**config.mk**
```make
export PLATFORM = sky130hd
export DESIGN_NAME = code_loader
export DESIGN_NICKNAME = d
export VERILOG_FILES = /design/src/rtl/lock_pkg.sv /design/src/rtl/code_buffer.sv /design/src/rtl/code_loader.sv
export SDC_FILE = /design/constraint.sdc
export NUM_CORES = 1
export LEC_CHECK = 0
export ABC_AREA = 1
export BUFFER_PORTS_ARGS = -buffer_cell sky130_fd_sc_hd__clkbuf_2
export CORE_AREA = 5 5 75 77
export DETAILED_ROUTE_END_ITERATION = 8
export DIE_AREA = 0 0 80 82
export PLACE_DENSITY_LB_ADDON = 0.1
export SLEW_MARGIN = 10
export SYNTH_ARGS = -nofsm -noshare
export SYNTH_HDL_FRONTEND = slang
export SYNTH_SLANG_ARGS = --single-unit
```
**constraint.sdc**
```tcl
create_clock -name clk -period 3.3 [get_ports clk]
set_input_delay 0.165 -clock clk [delete_from_list [all_inputs] [get_ports clk]]
set_output_delay 0.165 -clock clk [all_outputs]
set_load 0.02 [all_outputs]
```
**src/rtl/lock_pkg.sv**
```systemverilog
// Shared parameters and loader state encoding for the digital-lock programming path.
package lock_pkg;

    localparam int ADRS_WIDTH = 2;
    localparam int WORD_DEPTH = 2 ** ADRS_WIDTH;
    localparam int WORD_WIDTH = 8;

    typedef enum logic [2:0] {
        LD_IDLE    = 3'd0,
        LD_COLLECT = 3'd1,
        LD_COMMIT  = 3'd2,
        LD_DONE    = 3'd3,
        LD_ERROR   = 3'd4
    } loader_state_e;

endpackage

```
**src/rtl/code_buffer.sv**
```systemverilog
// Passcode staging register file: one indexed write port, one indexed read port.
module code_buffer
    import lock_pkg::*;
(
    input  logic                  clk,
    input  logic                  wr_en,
    input  logic [ADRS_WIDTH-1:0] wr_idx,
    input  logic [WORD_WIDTH-1:0] wr_word,
    input  logic [ADRS_WIDTH-1:0] rd_idx,
    output logic [WORD_WIDTH-1:0] rd_word
);

    // Contents are meaningless until a load fills them, so no reset.
    logic [WORD_WIDTH-1:0] mem_q [WORD_DEPTH];

    always_ff @(posedge clk) begin
        if (wr_en) begin
            mem_q[wr_idx] <= wr_word;
        end
    end

    assign rd_word = mem_q[rd_idx];

endmodule

```
**src/rtl/code_loader.sv**
```systemverilog
// Buffers a checksummed passcode stream and commits it to lock memory only when the checksum holds.
module code_loader
    import lock_pkg::*;
(
    input  logic                  clk,
    input  logic                  rst,
    input  logic                  start,
    input  logic                  abort,
    input  logic                  in_valid,
    input  logic [WORD_WIDTH-1:0] in_data,
    output logic                  in_ready,
    output logic                  we,
    output logic [ADRS_WIDTH-1:0] wr_adrs,
    output logic [WORD_WIDTH-1:0] wr_data,
    output logic                  busy,
    output logic                  done,
    output logic                  err
);

    localparam logic [ADRS_WIDTH:0] CNT_FULL = (ADRS_WIDTH+1)'(WORD_DEPTH);
    localparam logic [ADRS_WIDTH:0] CNT_ONE  = (ADRS_WIDTH+1)'(1);

    loader_state_e         state_q, state_d;
    logic [ADRS_WIDTH:0]   cnt_q, cnt_d;
    logic [WORD_WIDTH-1:0] chk_q, chk_d;
    logic                  in_ready_q, in_ready_d;
    logic                  we_q, we_d;
    logic [ADRS_WIDTH-1:0] wr_adrs_q, wr_adrs_d;
    logic [WORD_WIDTH-1:0] wr_data_q, wr_data_d;
    logic                  busy_q, busy_d;
    logic                  done_q, done_d;
    logic                  err_q, err_d;

    logic                  xfer;
    logic                  buf_we;
    logic [WORD_WIDTH-1:0] rd_word;

    assign xfer = in_valid && in_ready_q;

    // cnt counts data bytes while collecting, then is the next write index while committing.
    code_buffer u_buf (
        .clk     (clk),
        .wr_en   (buf_we),
        .wr_idx  (cnt_q[ADRS_WIDTH-1:0]),
        .wr_word (in_data),
        .rd_idx  (cnt_q[ADRS_WIDTH-1:0]),
        .rd_word (rd_word)
    );

    always_comb begin
        state_d = state_q;
        cnt_d   = cnt_q;
        chk_d   = chk_q;
        err_d   = err_q;
        buf_we  = 1'b0;
        case (state_q)
            LD_IDLE: begin
                if (start) begin
                    state_d = LD_COLLECT;
                    cnt_d   = '0;
                    chk_d   = '0;
                    err_d   = 1'b0;
                end
            end
            LD_COLLECT: begin
                if (abort) begin
                    state_d = LD_IDLE;
                end else if (xfer) begin
                    if (cnt_q == CNT_FULL) begin
                        // Low index bits are already 0 here, so word 0 is read this cycle.
                        if ((chk_q ^ in_data) == '0) begin
                            state_d = LD_COMMIT;
                            cnt_d   = CNT_ONE;
                        end else begin
                            state_d = LD_ERROR;
                            err_d   = 1'b1;
                        end
                    end else begin
                        buf_we = 1'b1;
                        chk_d  = chk_q ^ in_data;
                        cnt_d  = cnt_q + 1'b1;
                    end
                end
            end
            LD_COMMIT: begin
                if (cnt_q == CNT_FULL) begin
                    state_d = LD_DONE;
                end else begin
                    cnt_d = cnt_q + 1'b1;
                end
            end
            LD_DONE:  state_d = LD_IDLE;
            LD_ERROR: state_d = LD_IDLE;
            default:  state_d = LD_IDLE;
        endcase

        // Outputs are registered copies of what the next state presents.
        in_ready_d = (state_d == LD_COLLECT);
        we_d       = (state_d == LD_COMMIT);
        wr_adrs_d  = we_d ? cnt_q[ADRS_WIDTH-1:0] : '0;
        wr_data_d  = we_d ? rd_word : '0;
        busy_d     = (state_d != LD_IDLE);
        done_d     = (state_d == LD_DONE);
    end

    always_ff @(posedge clk or posedge rst) begin
        if (rst) begin
            state_q    <= LD_IDLE;
            cnt_q      <= '0;
            chk_q      <= '0;
            in_ready_q <= 1'b0;
            we_q       <= 1'b0;
            wr_adrs_q  <= '0;
            wr_data_q  <= '0;
            busy_q     <= 1'b0;
            done_q     <= 1'b0;
            err_q      <= 1'b0;
        end else begin
            state_q    <= state_d;
            cnt_q      <= cnt_d;
            chk_q      <= chk_d;
            in_ready_q <= in_ready_d;
            we_q       <= we_d;
            wr_adrs_q  <= wr_adrs_d;
            wr_data_q  <= wr_data_d;
            busy_q     <= busy_d;
            done_q     <= done_d;
            err_q      <= err_d;
        end
    end

    assign in_ready = in_ready_q;
    assign we       = we_q;
    assign wr_adrs  = wr_adrs_q;
    assign wr_data  = wr_data_q;
    assign busy     = busy_q;
    assign done     = done_q;
    assign err      = err_q;

endmodule
```
==> flow_summary.ini, run 1 <==
[critical_path]
path_max_fanout = 12
endpoint = u_buf.mem_q[2][6]
reg2reg_slack_ns = 0.63
r2r_end = u_buf.mem_q[2][6]
reg2reg_from = cnt_q[1]
critPathLaunchType = register
startpoint = cnt_q[1]
worst_r2r_path_depth = 7
cp_data_required_time_ns = 3.27
worstPathArrival_ns = 2.64
worstSetupPathType = register to register
end_kind = register

[place]
port_buffers = 27
dpl-instance-area_um2 = 2811
dp_hpwl_um = 3653
place_ws_ns = 0.6297
gp_congestion = 0.8624

[finish]
layout_common_cells = nand2_1, nor2_1, inv_1
final_area_um2 = 2979
drive_above_1_share = 0.1980
seq_area_um2 = 1687
num_antenna_cells = 0
area_growth_pct = 13.87
fin_nets = 305
fillers = 431
multi_input_area_um2 = 740.7
final_common_cell = nand2_1

[detailed_routing]
wire_per_inst_um = 13.96
totalWireLength_um = 5068
drc = 0
first_pass_iters = 4
drtAntennaViolNets = 0
vias = 1770
via_per_inst = 4.876
drt_iter0_markers = 176

[sta]
slew_headroom = 0.3228
finalCriticalPeriod_ns = 2.670
tightestPinTransition_ns = 1.010
finalSetupViolCount = 0
skew_ns = 0.007781
grt_setup_unrepaired = false
drv_slew = 0
fmax_ghz = 0.3745
worst_slack_ns = 0.6299
finalHoldViolations = 0
timing.hold.ws_ns = 0.1102
finalCritPeriodShare = 0.8091
tns_ns = 0

[clock_tree]
cts_tree = built
cts_resized = 0
cts_max_path_buffers = 2
clk_pin_slew_ns = 0.07
cts_buffers = 9
clk_latency_ns = 0.34
cts_sinks = 61
root_buffer = clkbuf_8
h-tree-depth = 3

[pwr]
powerDensity_nw_per_um2 = 691.0
ir_worst_vdd_mv = 0.3504
p_leak_nw = 1.393
total_power_mw = 2.059

[logic_synthesis]
synth_area_per_cell_um2 = 10.34
synth-seq-cells = 61
syn_inst = 253
synth_warnings = 0
synth_area_um2 = 2616
synth.distinct_cells = 23
synth-seq-area-share = 0.6447
syn_nets = 270

[die]
ioPinCount = 28
core_area_um2 = 4945
fp-row-count = 26
dieWidth_um = 80
die_h_um = 82
dieArea_um2 = 6560
initial_core_util = 0.5291

[global_route]
antenna_found_initial = 0
grt_pass1_vias = 1753
grtUsageTotal = 0.1764
overflow = 0
grt_max_degree = 30
grt_pass1_wl_um = 8231

[min_path]
min_path_type = input port to register
min_delay_path_depth = 1

[status]
outcome = completed

[flow_run]
cap_violations = 0
what timing repair did:
action,4_1_cts,5_1_grt
buffers inserted,0,0
hold buffers,0,1
endpoints found under the hold margin,0,1
logic make-up after synthesis:
family	count (synthesis)	synth area share
AO/OA/AOI/OAI	39	0.08465
XOR/XNOR	3	0.01004
adder cells (fa/ha/maj)	4	0.01913
buffers and inverters	45	0.07221
flip-flops	61	0.6447
AND/OR/NAND/NOR	101	0.1693
worst min-delay path by stage:
| stage | slack [ns] | from | endpoint |
|---|---|---|---|
| 6_report | 0.11 | in_data[0] | u_buf.mem_q[3][0] |
| 5_1_grt | 0.11 | in_data[0] | u_buf.mem_q[1][0] |
| 4_1_cts | 0.1 | in_data[0] | u_buf.mem_q[3][0] |
| 3_5_place_dp | 0.46 | in_data[0] | u_buf.mem_q[1][0] |
| 3_3_place_gp | 0.46 | rst | we |
| 2_1_floorplan | 0.24 | rst | busy |
metal layers:
metal  vias to the layer above  GRT usage  part of all wire
li1                        891          -                 -
met1                       810     0.2293              0.44
met2                        58     0.2608              0.47
met3                        11    0.03618             0.063
met4                         0     0.1318             0.026
met5                         -          0                 0
metrics by stage:
| step | util | std cells |
|---|---|---|
| 2_1_floorplan | - | 253 |
| 4_1_cts | 0.6005 | 362 |
| 3_3_place_gp | 0.5686 | 346 |
| 5_1_grt | 0.6025 | 363 |
| 3_5_place_dp | 0.5686 | 346 |
| 6_report | 0.6025 | 363 |
worst max-delay path, stage by stage, from the launching register on:
cell and delay [ns]:
dfrtp_1 0.55, clkinv_1 0.32, ha_1 0.29, nand2_1 0.11
inv_1 0.07, nor2_1 0.22, nand2_2 0.21, nor2_1 0.52
Yosys cell counts, drive strengths merged:
cell type | number | area share
buf | 6 | 0.016
ha | 4 | 0.019
edfxtp | 32 | 0.37
nand2 | 50 | 0.077
dfrtp | 29 | 0.28
nor3 | 1 | 0.0062
o22ai | 14 | 0.033
o21ai | 22 | 0.042
a21oi | 1 | 0.0033
inv | 37 | 0.053
xor2 | 1 | 0.0033
nor2 | 43 | 0.070
nand3 | 3 | 0.0057
o21a | 2 | 0.0057
clkinv | 2 | 0.0029
xnor2 | 2 | 0.0067
nand4 | 4 | 0.0096
state kept, by name, summed over array words and instances (netlist names):
register	cells
in_ready	1
cnt_q	3
we	1
wr_data	8
done	1
busy	1
state_q	3
wr_adrs	2
chk_q	8
err	1
u_buf.mem_q	32
area by class of cell:
type                    instances  share of cell area
flip-flops and latches         61              0.5661
clock buffers                  10             0.04284
multi-input cells             147              0.2486
repair buffers                 30             0.05376
clock inverters                 6             0.01008
inverters                      39             0.04914
well taps                      70             0.02940
where the power goes:
part           switching [mW]  internal, mW
registers              0.0558         0.898
clock network           0.275         0.263
logic                   0.378         0.190
total                   0.708          1.35
Note: power is estimated with default switching activity, not from simulation.
==> inputs of run 2 (changes only) <==
==> constraint.sdc (replaced) <==
create_clock -name clk -period 2.7 [get_ports clk]
set_input_delay 0.135 -clock clk [delete_from_list [all_inputs] [get_ports clk]]
set_output_delay 0.135 -clock clk [all_outputs]
set_load 0.02 [all_outputs]
==> flow_summary.ini, run 2 (same netlist as run 1, synthesis figures left out) <==
[status]
outcome = completed

[pwr]
total_power_mw = 2.736
powerDensity_nw_per_um2 = 887.7
p_leak_nw = 1.453
ir_worst_vdd_mv = 0.5465

[detailed_routing]
totalWireLength_um = 5056
first_pass_iters = 5
drtAntennaViolNets = 0
wire_per_inst_um = 13.66
drc = 0
via_per_inst = 4.776
vias = 1767
drt_iter0_markers = 175

[place]
gp_congestion = 0.7904
dp_hpwl_um = 3656
port_buffers = 27

[die]
fp-row-count = 26
initial_core_util = 0.5291
dieWidth_um = 80
core_area_um2 = 4945
die_h_um = 82
dieArea_um2 = 6560
ioPinCount = 28

[global_route]
grt_max_degree = 30
grt_pass1_wl_um = 8245
grt_pass1_vias = 1738
grtUsageTotal = 0.1746
antenna_found_initial = 0
overflow = 0

[sta]
finalCriticalPeriod_ns = 2.085
grt_setup_unrepaired = false
finalHoldViolations = 0
finalSetupViolCount = 0
skew_ns = 0.008483
fmax_ghz = 0.4796
tightestPinTransition_ns = 0.4190
finalCritPeriodShare = 0.7722
tns_ns = 0
slew_headroom = 0.7200
drv_slew = 0

[critical_path]
worstSetupPathType = register to register
worst_r2r_path_depth = 8
cp_num_buf_inv = 3
critPathMaxStageDelay_ns = 0.50
path_depth = 8
cp_data_required_time_ns = 2.75
worstPathArrival_ns = 2.14
worstPathCellList = clkinv_1, ha_1, nand2_1, inv_1, nor2_1, nand2_2, nor2_1, buf_4
cp_top_family = simple AND/OR/NAND/NOR gates
r2r_end = u_buf.mem_q[0][0]
reg2reg_from = cnt_q[1]
critPathLaunchType = register
endpoint = u_buf.mem_q[0][0]
startpoint = cnt_q[1]
path_max_fanout = 12
cpMaxStageDelayCell = dfrtp_1
crit_path_frequent_cell = nor2_1
reg2reg_slack_ns = 0.62
end_kind = register

[finish]
drive_above_1_share = 0.2167
largest_reg_flops = 32
utilization = 0.6232
final_common_cell = nand2_1
num_antenna_cells = 0
area_growth_pct = 17.79
layout_common_cells = nand2_1, nor2_1, inv_1
fin_nets = 312
largest_register = u_buf.mem_q

[clock_tree]
cts_sinks = 61
clk_latency_ns = 0.34
cts_resized = 0
root_buffer = clkbuf_8
clk_pin_slew_ns = 0.07
h-tree-depth = 3
cts_buffers = 9
cts_max_path_buffers = 2
cts_tree = built

[flow_run]
cap_violations = 0

[min_path]
min_path_type = input port to register
## run 2: cell types whose count changed in the layout (fill, tap and decap cells not counted), sizes merged
| cell | change |
|---|---|
| inv | +1 |
| clkbuf | +1 |
| buf | +7 |
| clkinv | -4 |
| bufinv | +2 |
## run 2: worst register-to-register path, cell delays in order (launching register included)
cell and delay [ns]:
dfrtp_1 0.50, clkinv_1 0.14, ha_1 0.21, nand2_1 0.11, inv_1 0.07, nor2_1 0.20, nand2_2 0.21, nor2_1 0.18
buf_4 0.17
## run 2: where the power goes
group          internal, mW  switching, mW
Clock                 0.515          0.342
Sequential             1.10         0.0661
Combinational         0.254          0.461
## run 2: timing repair
item	4_1_cts	5_1_grt
buffers inserted	0	0
hold endpoints to repair	29	0
hold buffers	1	0
## run 2: metrics by stage
stage	area [um^2]	cells	hold slack [ns]	worst slack, ns
after detailed placement	2864	353	0.2073	0.6397
after CTS	3082	370	0.07624	0.6235
after floorplan	2616	253	0.2131	0.3366
after global placement	2864	353	0.2013	0.6728
after global routing	3082	370	0.07842	0.4496
final	3082	370	0.07476	0.6151
## run 2: routing by layer
| layer | vias up | share of wire | global-route usage |
|---|---|---|---|
| met4 | 0 | 0.021 | 0.09122 |
| met5 | - | 0 | 0 |
| met3 | 8 | 0.042 | 0.04386 |
| met2 | 41 | 0.46 | 0.2715 |
| met1 | 809 | 0.48 | 0.2264 |
| li1 | 909 | - | - |
## run 2: cell type report
type / count / area (um^2)
repair buffers: 37 / 212.7
multi-input cells: 147 / 740.7
well taps: 70 / 87.58
inverters: 39 / 146.4
flip-flops and latches: 61 / 1687
clock inverters: 5 / 76.32
clock buffers: 11 / 131.4
fillers: 421 / 1863
## run 2: how the worst min path moves through the flow
stage,startpoint,endpoint,cells past startpoint
final,in_data[5],u_buf.mem_q[0][5],1
after global routing,in_data[1],u_buf.mem_q[0][1],1
after CTS,in_data[2],u_buf.mem_q[0][2],1
after detailed placement,rst,we,3
after global placement,rst,we,3
after floorplan,rst,busy,1
==> inputs of run 3 (changes only) <==
==> constraint.sdc (replaced) <==
create_clock -name clk -period 2.05 [get_ports clk]
set_input_delay 0.1025 -clock clk [delete_from_list [all_inputs] [get_ports clk]]
set_output_delay 0.1025 -clock clk [all_outputs]
set_load 0.02 [all_outputs]
==> flow_summary.ini, run 3 (same netlist as run 1, synthesis figures left out) <==
[min_path]
min_path_type = input port to register

[die]
fp-row-count = 26
dieWidth_um = 80
initial_core_util = 0.5291
ioPinCount = 28
die_h_um = 82
dieArea_um2 = 6560
core_area_um2 = 4945

[finish]
final_common_cell = nand2_1
largest_reg_flops = 32
num_antenna_cells = 0
area_growth_pct = 17.36
fin_nets = 308
layout_common_cells = nand2_1, inv_1, edfxtp_1
drive_above_1_share = 0.2297
largest_register = u_buf.mem_q

[place]
port_buffers = 27
dp_hpwl_um = 3397
gp_congestion = 0.8077

[clock_tree]
cts_max_path_buffers = 2
cts_sinks = 61
post_cts_buffers = 0
h-tree-depth = 3
clk_pin_slew_ns = 0.07
clk_latency_ns = 0.34
root_buffer = clkbuf_8
cts_buffers = 9
cts_resized = 0
cts_tree = built

[detailed_routing]
first_pass_iters = 4
drc = 0
vias = 1736
via_per_inst = 4.743
drt_iter0_markers = 166
totalWireLength_um = 4837
wire_per_inst_um = 13.22
drtAntennaViolNets = 0

[sta]
finalCritPeriodShare = 0.9206
grt_setup_unrepaired = false
finalHoldViolations = 0
tightestPinTransition_ns = 0.4153
fmax_ghz = 0.5299
tns_ns = 0
skew_ns = 0.008656
drv_slew = 0
timing.hold.ws_ns = 0.02748
finalSetupViolCount = 0
slew_headroom = 0.7225
finalCriticalPeriod_ns = 1.887

[critical_path]
worstPathArrival_ns = 1.91
end_kind = register
cp_data_required_time_ns = 2.07
path_max_fanout = 12
worstSetupPathType = register to register
critPathLaunchType = register

[status]
outcome = completed

[global_route]
grt_pass1_vias = 1686
use_met1 = 0.2432
use_met2 = 0.2450
grt_pass1_wl_um = 8266
antenna_found_initial = 0
overflow = 0
grt_busiest_layer = met2
grt_max_degree = 30
met3_usage = 0.03838
grtUsageTotal = 0.1720

[pwr]
ir_worst_vdd_mv = 0.6607
p_leak_nw = 1.429
powerDensity_nw_per_um2 = 1155

[flow_run]
cap_violations = 0
run 3: cell types whose count changed in the layout (fill, tap and decap cells not counted):
cell and delta:
bufinv_16 -1, clkinv_1 -2, buf_4 -4, clkinv_2 +2, clkbuf_8 +1, nor2_2 +1, nor2_4 +4, nor2_1 -5
run 3: worst max-delay path, stage by stage, from the launching register on:
cell	delay (ns)
dfrtp_1	0.37
clkinv_2	0.06
ha_1	0.21
nand2_1	0.11
inv_1	0.08
nor2_2	0.17
nand2_2	0.24
nor2_4	0.31
run 3: per-layer routing:
layer | vias up | wire length [um]
li1 | 897 | -
met1 | 789 | 2295
met2 | 41 | 2177
met3 | 9 | 241
met4 | 0 | 122
met5 | - | 0
run 3: report_power, final:
| group | switching [mW] | total, mW | internal (mW) |
|---|---|---|---|
| Clock | 0.454 | 1.05 | 0.591 |
| Combinational | 0.643 | 0.984 | 0.341 |
| Sequential | 0.0719 | 1.52 | 1.45 |
run 3: repair_timing:
| action | CTS | global route |
|---|---|---|
| setup endpoints to repair | 0 | 0 |
| endpoints found under the hold margin | 29 | 0 |
| hold buffers | 1 | 0 |
run 3: path summary, 6_finish.rpt:
| path | startpoint | to | slack, ns | cells past startpoint |
|---|---|---|---|---|
| max | cnt_q[0] | u_buf.mem_q[3][3] | 0.16 | 7 |
| min | in_data[1] | u_buf.mem_q[0][1] | 0.03 | 1 |
| max reg2reg | cnt_q[0] | u_buf.mem_q[3][3] | 0.16 | 7 |
| min reg2reg | err | err | 0.49 | 2 |
| max in group asynchronous | rst | chk_q[6] | 1.41 | 4 |
| min in group asynchronous | rst | wr_data[0] | 0.36 | 4 |
run 3: area by class of cell:
type / count / area (um^2)
clock buffer: 12 / 145.1
clock inverter: 4 / 47.55
fill: 415 / 1874
inverter: 39 / 147.6
multi-input combinational: 147 / 773.2
sequential: 61 / 1687
tap: 70 / 87.58
timing repair buffer: 33 / 182.7
run 3: per-stage QoR:
step	cell area, um^2	power (mW)	setup slack [ns]	std cells	util
floorplan	2650	2.272	0.01526	253	-
global placement	2868	2.520	0.2221	349	0.5800
detailed placement	2868	2.530	0.1506	349	0.5800
CTS	3070	3.579	0.1361	366	0.6210
global route	3070	3.808	0.04063	366	0.6210
finish	3070	3.547	0.1627	366	0.6210
